## src/rtl/booth_pkg.sv

```systemverilog
// Shared types and helpers for the radix-4 Booth multiplier.
package booth_pkg;

    // Control states of the iterative multiplier
    typedef enum logic [1:0] {
        ST_IDLE = 2'd0,
        ST_RUN  = 2'd1,
        ST_DONE = 2'd2
    } state_t;

    // Recoded radix-4 digit selected from a multiplier bit triplet
    typedef enum logic [2:0] {
        DIG_ZERO = 3'd0,
        DIG_POS1 = 3'd1,
        DIG_POS2 = 3'd2,
        DIG_NEG1 = 3'd3,
        DIG_NEG2 = 3'd4
    } digit_t;

    // One recode step per digit pair of the (WIDTH+2)-bit extended multiplier
    function automatic int calc_iter(input int width);
        return width / 2 + 1;
    endfunction

endpackage

```

## src/rtl/booth_recoder_r4.sv

```systemverilog
// Radix-4 Booth recoder: maps a multiplier bit triplet to a signed digit.
module booth_recoder_r4
    import booth_pkg::*;
(
    input  logic [2:0] i_triplet,
    output digit_t     o_digit,
    output logic       o_neg,
    output logic       o_shift
);

    // Triplet {b(2i+1), b(2i), b(2i-1)} -> digit in {-2,-1,0,+1,+2}
    always_comb begin
        o_digit = DIG_ZERO;
        o_neg   = 1'b0;
        o_shift = 1'b0;
        case (i_triplet)
            3'b001, 3'b010: o_digit = DIG_POS1;
            3'b011: begin
                o_digit = DIG_POS2;
                o_shift = 1'b1;
            end
            3'b100: begin
                o_digit = DIG_NEG2;
                o_neg   = 1'b1;
                o_shift = 1'b1;
            end
            3'b101, 3'b110: begin
                o_digit = DIG_NEG1;
                o_neg   = 1'b1;
            end
            default: o_digit = DIG_ZERO;
        endcase
    end

endmodule

```

## src/rtl/booth_multiplier_seq.sv

```systemverilog
// Iterative radix-4 Booth multiplier, signed or unsigned, one digit per clock.
//
// Handshake: start is accepted only in IDLE or in the DONE cycle; busy is high
// for every RUN cycle; done pulses for one cycle with product valid, and
// product then holds its value until a later operation completes or reset.
module booth_multiplier_seq
    import booth_pkg::*;
#(
    parameter int WIDTH = 32
) (
    input  logic                 clock,
    input  logic                 reset,
    input  logic                 start,
    input  logic                 signed_m,
    input  logic [WIDTH-1:0]     q,
    input  logic [WIDTH-1:0]     m,
    output logic                 busy,
    output logic                 done,
    output logic [2*WIDTH-1:0]   product
);

    localparam int ITER = calc_iter(WIDTH);
    localparam int CW   = $clog2(ITER + 1);
    localparam int AW   = 2 * WIDTH + 4;   // accumulator width
    localparam int HW   = WIDTH + 4;       // width of the adder slice

    state_t                r_state;
    logic [CW-1:0]         r_cnt;
    logic [WIDTH+1:0]      r_m;            // extended multiplicand
    logic [WIDTH+2:0]      r_q;            // extended multiplier with implicit 0 below LSB
    logic [AW-1:0]         r_acc;
    logic [2*WIDTH-1:0]    r_product;
    logic                  r_busy;
    logic                  r_done;

    digit_t                w_digit;
    logic                  w_neg;
    logic                  w_shift;
    logic [HW-1:0]         w_m_ext;
    logic [HW-1:0]         w_mag;
    logic [HW-1:0]         w_addend;
    logic signed [AW-1:0]  w_acc_sh;
    logic [HW-1:0]         w_hi_sum;
    logic [AW-1:0]         w_acc_next;
    logic                  w_last;
    logic [WIDTH+1:0]      w_m_cap;
    logic [WIDTH+2:0]      w_q_cap;

    booth_recoder_r4 u_recoder (
        .i_triplet (r_q[2:0]),
        .o_digit   (w_digit),
        .o_neg     (w_neg),
        .o_shift   (w_shift)
    );

    // Operand extension at capture: sign- or zero-extend to WIDTH+2 bits
    always_comb begin
        w_m_cap = signed_m ? {{2{m[WIDTH-1]}}, m} : {2'b00, m};
        w_q_cap = signed_m ? {{2{q[WIDTH-1]}}, q, 1'b0} : {2'b00, q, 1'b0};
    end

    // One recode step: shift the accumulator right by 2, then add digit*M at
    // bit WIDTH; after ITER steps the earliest digit has reached weight 4^0.
    // Negative digits use the inverted magnitude plus a carry-in of 1.
    always_comb begin
        w_m_ext    = {{2{r_m[WIDTH+1]}}, r_m};
        w_mag      = '0;
        if (w_digit != DIG_ZERO) begin
            w_mag = w_shift ? {w_m_ext[HW-2:0], 1'b0} : w_m_ext;
        end
        w_addend   = w_neg ? ~w_mag : w_mag;
        w_acc_sh   = $signed(r_acc) >>> 2;
        w_hi_sum   = w_acc_sh[AW-1:WIDTH] + w_addend + {{(HW-1){1'b0}}, w_neg};
        w_acc_next = {w_hi_sum, w_acc_sh[WIDTH-1:0]};
        w_last     = (r_cnt == CW'(ITER - 1));
    end

    // Control FSM and datapath registers with registered outputs
    always_ff @(posedge clock) begin
        if (reset) begin
            r_state   <= ST_IDLE;
            r_cnt     <= '0;
            r_m       <= '0;
            r_q       <= '0;
            r_acc     <= '0;
            r_product <= '0;
            r_busy    <= 1'b0;
            r_done    <= 1'b0;
        end else begin
            case (r_state)
                ST_IDLE: begin
                    r_done <= 1'b0;
                    if (start) begin
                        r_m     <= w_m_cap;
                        r_q     <= w_q_cap;
                        r_acc   <= '0;
                        r_cnt   <= '0;
                        r_busy  <= 1'b1;
                        r_state <= ST_RUN;
                    end
                end
                ST_RUN: begin
                    r_acc <= w_acc_next;
                    r_q   <= {{2{r_q[WIDTH+2]}}, r_q[WIDTH+2:2]};
                    r_cnt <= r_cnt + 1'b1;
                    if (w_last) begin
                        r_product <= w_acc_next[2*WIDTH-1:0];
                        r_busy    <= 1'b0;
                        r_done    <= 1'b1;
                        r_state   <= ST_DONE;
                    end
                end
                ST_DONE: begin
                    r_done <= 1'b0;
                    if (start) begin
                        r_m     <= w_m_cap;
                        r_q     <= w_q_cap;
                        r_acc   <= '0;
                        r_cnt   <= '0;
                        r_busy  <= 1'b1;
                        r_state <= ST_RUN;
                    end else begin
                        r_state <= ST_IDLE;
                    end
                end
                default: begin
                    r_busy  <= 1'b0;
                    r_done  <= 1'b0;
                    r_state <= ST_IDLE;
                end
            endcase
        end
    end

    assign busy    = r_busy;
    assign done    = r_done;
    assign product = r_product;

endmodule

```

## config.mk

```make
export PLATFORM = sky130hd
export DESIGN_NAME = booth_multiplier_seq
export DESIGN_NICKNAME = d
export VERILOG_FILES = /design/src/rtl/booth_pkg.sv /design/src/rtl/booth_recoder_r4.sv /design/src/rtl/booth_multiplier_seq.sv
export SDC_FILE = /design/constraint.sdc
export NUM_CORES = 1
export LEC_CHECK = 0
export ABC_AREA = 1
export ABC_CLOCK_PERIOD_IN_PS = 3400
export CELL_PAD_IN_SITES_DETAIL_PLACEMENT = 0
export CELL_PAD_IN_SITES_GLOBAL_PLACEMENT = 1
export CORE_MARGIN = 2
export CORE_UTILIZATION = 35
export CTS_CLUSTER_SIZE = 10
export DETAILED_ROUTE_END_ITERATION = 12
export PLACE_DENSITY = 0.74
export SLEW_MARGIN = 20
export SYNTH_ARGS = -nofsm -noshare
export SYNTH_HDL_FRONTEND = slang
export SYNTH_SLANG_ARGS = --single-unit
```

## constraint.sdc

```tcl
create_clock -name clock -period 3.4 [get_ports clock]
set_input_delay 0.34 -clock clock [delete_from_list [all_inputs] [get_ports clock]]
set_output_delay 0.34 -clock clock [all_outputs]
set_load 0.01 [all_outputs]
```

==> results of run 1 <==
-- area by class of cell --
cell class | count | area [um^2] | area share, %
Tap cell | 390 | 488 | 3.32
Sequential cell | 207 | 4150 | 28.2
Clock buffer | 34 | 732 | 4.98
Inverter | 153 | 579 | 3.94
Clock inverter | 4 | 45.0 | 0.307
Multi-Input combinational cell | 1059 | 6440 | 43.8
Timing Repair Buffer | 238 | 2260 | 15.4
-- placed cells by master (no fill, tap or decap), drive strengths merged, types with 9 or more instances in the layout --
cell type,Yosys,layout
nand2,383,383
dfxtp,207,207
o21ai,171,171
inv,153,151
clkdlybuf4s50,0,132
a21oi,115,115
buf,19,103
nor2,96,96
nand3,66,66
xor2,48,48
ha,40,40
clkbuf,59,37
a31oi,34,34
o32ai,22,22
o21bai,18,18
a21o,12,12
nand3b,9,9
-- timing repair --
item,in CTS,in global routing
endpoints found under the setup margin,19,45
pin swaps,0,38
buffers inserted,1,18
cloned,0,4
gates resized for setup,21,163
-- worst max-delay path by stage --
stage | cells after the start | slack (ns) | endpoint
finish | 20 | 0.07 | product[56]
global route | 20 | -0.10 | product[56]
CTS | 21 | -0.03 | product[59]
detailed placement | 21 | -0.25 | product[63]
global placement | 22 | -0.19 | product[63]
floorplan | 25 | 0.26 | product[58]
-- cells by family after synthesis --
kind of cell	share of synthesized area, %
simple gates	22.9
compound gates	20.5
buf+inv	8.37
flops	39.0
xor+xnor	4.37
fa+ha+maj	4.90
-- power groups by stage --
| stage | Clock (mW) | Sequential, mW | Combinational [mW] |
|---|---|---|---|
| floorplan | 0 | 2.65 | 0.994 |
| global placement | 0 | 2.67 | 1.60 |
| detailed placement | 0 | 2.67 | 1.59 |
| CTS | 2.63 | 2.62 | 1.63 |
| global route | 2.74 | 2.65 | 2.19 |
| finish | 2.58 | 2.63 | 2.00 |
-- Yosys cell counts (5+ instances only) --
cell	count
dfxtp_1	207
o32ai_1	22
nand2_4	5
nor3_1	8
xor2_1	48
a31oi_1	34
o21bai_1	18
ha_1	40
nand3_1	63
nand4_1	7
o21ai_1	28
inv_2	15
a21o_1	12
nor2_1	92
nand2_2	10
a21oi_1	114
nand3b_1	9
nand2_1	368
inv_1	138
buf_1	8
o21ai_0	143
clkbuf_1	59
buf_2	9
xnor2_1	5
-- sequential cells by signal, indices dropped and copies added, names as in the netlist --
signal,cells
r_acc,66
busy,1
r_cnt,5
r_state,2
r_m,33
r_q,35
done,1
product,64
-- per-layer routing --
metal / global-route usage (%) / part of all wire [%] / up-vias
li1: - / - / 5314
met1: 27.0 / 47 / 4859
met2: 33.5 / 47 / 213
met3: 3.56 / 4.6 / 38
met4: 4.10 / 1.5 / 0
met5: 0 / 0 / -
-- worst register-to-register path, cell delays in order, from the launching register on --
cell and delay [ns]:
dfxtp_2 0.35, inv_2 0.06, buf_4 0.13, ha_2 0.17, nand2_2 0.08, nand2_1 0.08
a21oi_4 0.14, buf_12 0.18, buf_4 0.13, buf_4 0.12, xor2_2 0.25, ha_4 0.27
nand2_1 0.15, o21ai_1 0.14, a21oi_2 0.28, nand3_4 0.14, or2_1 0.26, nand2_1 0.09
nand2_2 0.05, o211ai_1 0.11, inv_2 0.04
==> results.sh, run 1 <==
export IMPL_status="finished clean"
export IMPL_placed_area_um2=12800
export IMPL_vias_per_cell=5.00
export IMPL_r2r_setup_slack_ns=0.07
export IMPL_worst_r2r_path_depth=20
export IMPL_r2r_end="product[56]"
export IMPL_cts_tree="yes"
export IMPL_cp_slowest_cell="dfxtp_2"
export IMPL_drc_errors=0
export IMPL_numCtsBuffers=26
export IMPL_hp_class="input pin to flip-flop"
export IMPL_grt_max_degree=73
export IMPL_cts_root_buf="clkbuf_16"
export IMPL_p_leak_nw=5.95
export IMPL_stdcell_count=2085
export IMPL_drtIter0Drc=612
export IMPL_cts_hold_fix_buffers=0
export IMPL_core_um2=29800
export IMPL_syn_inst=1497
export IMPL_diodes=0
export IMPL_vdd_drop_max_v=0.000340
export IMPL_tightest_slew_ns=0.985
export IMPL_synthTopCellsByArea="dfxtp_1 39%, nand2_1 13%, o21ai_0 6.7%, a21oi_1 5.4%, inv_1 4.9%"
export IMPL_grt_pass1_wl_mm=51.2
export IMPL_switchingPower_mw=2.24
export IMPL_crit_path_start_kind="flip-flop"
export IMPL_p_comb_share_pct=27.7
export IMPL_power_mw=7.21
export IMPL_cp_arrival_ns=3.75
export IMPL_num_rows=63
export IMPL_die_area_um2=31800
export IMPL_gp_congestion=0.922
export IMPL_grt_overflow=0
export IMPL_clkLatencyLatePin_ns=0.54
export IMPL_final_hold_worst_slack_ns=0.380
export IMPL_dp_hpwl_mm=22.9
export IMPL_dr_pass1_iters=5
export IMPL_criticalPathCategory="flip-flop to flip-flop"
export IMPL_setup_ws_ns=0.0700
export IMPL_io_pins=134
export IMPL_path_buf_inv=6
export IMPL_setup_worst_path_start="r_q[0]"
export IMPL_cp_end_kind="flip-flop"
export IMPL_routed_wl_mm=33.2
export IMPL_cts_reportedPaths_clkPinSlew_ns=0.06
export IMPL_crit_required_ns=3.82
export IMPL_avgSynthCellArea_um2=7.10
export IMPL_drv_slew=0
export IMPL_swShare_pct=31.0
export IMPL_drive_above_1_share_pct=19.1
export IMPL_clockPowerShare_pct=35.8
export IMPL_synth_area_um2=10600
export IMPL_rsz0062_at_grt="true"
export IMPL_syn_to_final_growth_pct=38.2
export IMPL_pre_cts_ws_ns=-0.250
export IMPL_yosys_most_used_dff="dfxtp_1"
export IMPL_cts_buffer_depth=3
export IMPL_start_util_pct=35.7
export IMPL_finalHoldViolations=0
export IMPL_place_inst=2025
export IMPL_dieWidth_um=178
export IMPL_finalClockSkew_ns=0.0178
export IMPL_grt_usage_pct=20.0
export IMPL_cp_top_family="simple AND/OR/NAND/NOR gates"
export IMPL_cts_sinks=207
export IMPL_setup_viol=0
export IMPL_fin_area_um2=14700
export IMPL_yosys_area_top_type_share_pct=39.0
export IMPL_final_net_count=1794
export IMPL_synth_nets=1606
export IMPL_cp_cell_sequence="inv_2 -> buf_4 -> ha_2 -> nand2_2 -> nand2_1 -> a21oi_4 -> buf_12 -> buf_4 -> buf_4 -> xor2_2 -> ha_4 -> nand2_1 -> o21ai_1 -> a21oi_2 -> nand3_4 -> or2_1 -> nand2_1 -> nand2_2 -> o211ai_1 -> inv_2"
export IMPL_fin_setup_tns_ns=0
export IMPL_dr_total_vias=10400
export IMPL_synth_distinct_cells=42
export IMPL_numPortBuffers=133
export IMPL_wire_per_inst_um=15.9
export IMPL_yosysTopAreaCell="dfxtp_1"
export IMPL_async_flop_share_pct=0
export IMPL_period_needed_ns=3.33
export IMPL_slowest_delay_ns=0.35
export IMPL_crit_fanout=12
export IMPL_cts_htree_levels=1
export IMPL_yosysSeqAreaShare_pct=39.0
export IMPL_hold_depth=3
export IMPL_hold_end="r_q[1]"
export IMPL_fin_crit_sh_pct=97.9
export IMPL_postRouteAntennaNets=0
export IMPL_cellPowerDensity_nw_per_um2=491
export IMPL_intPower_mw=4.97
export IMPL_final_util_pct=49.3
export IMPL_ys_warn_count=0
export IMPL_antenna_found_initial=1
export IMPL_nFillCells=2955
export IMPL_reg2reg_from="r_q[0]"
export IMPL_die_h_um=178
export IMPL_p_seq_share_pct=36.5
export IMPL_fmax_ghz=0.300
export IMPL_min_delay_start="q[0]"
export IMPL_grt_pass1_vias=9990
export IMPL_synth_edf_count=0
export IMPL_max_slew_margin_rel_pct=34.2
export IMPL_ys_seq_elements=207
export IMPL_cap_violations=0
No activity file was read; power rests on OpenSTA's default activity.
==> inputs of run 2 (changes only) <==
REMOVE_ABC_BUFFERS = 1   (was default)
==> run 2 against run 1 <==
Compared with the run above: sequential share of layout area is 1.2 points higher; count of clock-buffer cells in the layout fell by 3; utilization decreased by 2.1 points; first-iteration DRC count is 19% lower; setup slack gained 0.089 ns; final area shrank 4.3%; non-clock buffer count is 16 lower; largest cell class unchanged; largest power group unchanged.
==> results.sh, run 2 (synthesized netlist as in run 1, its figures left out) <==
export IMPL_status="finished clean"
export IMPL_io_pins=134
export IMPL_dieWidth_um=178
export IMPL_cap_violations=0
export IMPL_cts_reportedPaths_clkPinSlew_ns=0.05
export IMPL_crit_fanout=12
export IMPL_cp_end_kind="flip-flop"
export IMPL_final_cell_mix="344 x nand2_1, 205 x dfxtp_1, 132 x clkdlybuf4s50_1, 130 x inv_1, 130 x o21ai_0"
export IMPL_setup_worst_path_start="r_q[1]"
export IMPL_numPortBuffers=133
export IMPL_setup_viol=0
export IMPL_dp_hpwl_mm=21.9
export IMPL_fin_area_um2=14100
export IMPL_placed_area_um2=12700
export IMPL_grt_overflow=0
export IMPL_reg2reg_from="r_q[1]"
export IMPL_cp_arrival_ns=3.67
export IMPL_cts_sinks=207
export IMPL_die_area_um2=31800
export IMPL_dr_total_vias=10200
export IMPL_dr_pass1_iters=4
export IMPL_crit_path_start_kind="flip-flop"
export IMPL_cts_hold_fix_buffers=0
export IMPL_drc_errors=0
export IMPL_cellPowerDensity_nw_per_um2=486
export IMPL_final_common_cell="nand2_1"
export IMPL_final_util_pct=47.2
export IMPL_die_h_um=178
export IMPL_vias_per_cell=4.96
export IMPL_drv_slew=0
export IMPL_fin_crit_sh_pct=95.3
export IMPL_fmax_ghz=0.309
export IMPL_grt_pass1_vias=9848
export IMPL_r2r_setup_slack_ns=0.16
export IMPL_cts_buffer_depth=3
export IMPL_final_net_count=1777
export IMPL_num_rows=63
export IMPL_drtIter0Drc=495
export IMPL_finalClockSkew_ns=0.0109
export IMPL_gp_congestion=0.876
export IMPL_drive_above_1_share_pct=15.3
export IMPL_finalHoldViolations=0
export IMPL_min_delay_start="q[0]"
export IMPL_grt_max_degree=73
export IMPL_antenna_found_initial=1
export IMPL_numCtsBuffers=25
export IMPL_clkLatencyLatePin_ns=0.54
export IMPL_postRouteAntennaNets=0
export IMPL_grt_usage_pct=19.8
export IMPL_cts_tree="yes"
export IMPL_p_leak_nw=5.83
export IMPL_start_util_pct=35.7
export IMPL_tightest_slew_ns=1.02
export IMPL_path_buf_inv=7
export IMPL_pre_cts_ws_ns=-0.161
export IMPL_crit_required_ns=3.83
export IMPL_cp_top_family="simple AND/OR/NAND/NOR gates"
export IMPL_largest_reg_flops=66
export IMPL_syn_to_final_growth_pct=32.3
export IMPL_grt_pass1_wl_mm=50.8
export IMPL_cp_slowest_cell="ha_1"
export IMPL_cp_cell_sequence="inv_2 -> ha_4 -> inv_2 -> nand2_2 -> nand2_4 -> buf_6 -> buf_12 -> nand2_1 -> o21ai_1 -> nand2_1 -> xor2_1 -> ha_1 -> nand2_1 -> nor2_2 -> inv_2 -> nor2_1 -> nor2_1 -> o31ai_2 -> inv_2 -> nand2_1 -> nand2_1 -> nand2_1 -> a21o_1 -> inv_1"
export IMPL_critPathMostFrequentCell="nand2_1"
export IMPL_diodes=0
export IMPL_period_needed_ns=3.24
export IMPL_wire_per_inst_um=15.7
export IMPL_top_register="r_acc"
export IMPL_vdd_drop_max_v=0.000300
export IMPL_cts_root_buf="clkbuf_16"
export IMPL_criticalPathCategory="flip-flop to flip-flop"
export IMPL_routed_wl_mm=32.4
export IMPL_slowest_delay_ns=0.37
export IMPL_cts_htree_levels=1
export IMPL_core_um2=29800
export IMPL_max_slew_margin_rel_pct=31.7
export IMPL_rsz0062_at_grt="true"
export IMPL_setup_ws_ns=0.159
export IMPL_hp_class="input pin to flip-flop"
## run 2: cell types whose count changed in the layout (fill, tap and decap cells not counted), moves of 3 or more
cell	previous run	this run
a21oi_1	86	94
xor2_4	5	0
buf_4	94	75
nor2_4	8	5
clkinv_2	4	1
clkbuf_16	30	27
xor2_2	14	2
a21oi_2	27	19
buf_6	2	6
ha_4	17	2
ha_1	19	36
xor2_1	29	46
## run 2: cell type report
type,count,area [um^2]
tap,390,488
sequential,207,4150
multi-input combinational,1059,6000
inverter,153,579
clock inverter,2,50.0
timing repair buffer,222,2120
clock buffer,31,678
fill,3078,15700
## run 2: power breakdown
group | leakage [nW] | internal (mW) | switching [mW] | total, mW
registers | 1.69 | 2.55 | 0.0697 | 2.62
clock network | 0.357 | 1.46 | 1.01 | 2.47
logic | 3.78 | 0.722 | 1.03 | 1.75
total | 5.83 | 4.73 | 2.11 | 6.84
## run 2: routing by layer
layer  wire length [um]  part of all wire [%]  global-route usage, %  up-vias
met2              15100                    47                   34.0      172
met1              15200                    47                   26.4     4757
met3               1490                   4.6                   3.24       38
met5                  0                     0                      0        -
met4                516                   1.6                   3.79        0
li1                   -                     -                      -     5273
## run 2: path summary, 6_finish.rpt
kind,endpoint,depth (start not counted)
min reg2reg,done,2
min,r_q[1],3
max,product[61],24
max reg2reg,product[61],24
## run 2: timing repair
action                     CTS  global route
cloned                       0             2
pin swaps                    5            38
gates resized for setup     22           103
setup buffers                8            15
setup endpoints to repair   26            47
## run 2: metrics by stage
| stage | std cells | TNS, ns | hold WS (ns) | total power, mW |
|---|---|---|---|---|
| detailed placement | 2007 | -1.17 | 0.447 | 4.18 |
| CTS | 2048 | -0.302 | 0.359 | 6.72 |
| finish | 2064 | 0 | 0.373 | 6.84 |
| floorplan | 1419 | -180.36 | 0.409 | 3.59 |
| global route | 2064 | -0.850 | 0.373 | 7.18 |
| global placement | 2007 | -0.498 | 0.439 | 4.17 |
## run 2: worst min-delay path: cells and delay by family
| family | cells | cell delay (ns) |
|---|---|---|
| buffers and inverters | 1 | 0.39 |
| AOI/OAI and AO/OA | 1 | 0.07 |
| and+or+nand+nor | 1 | 0.06 |
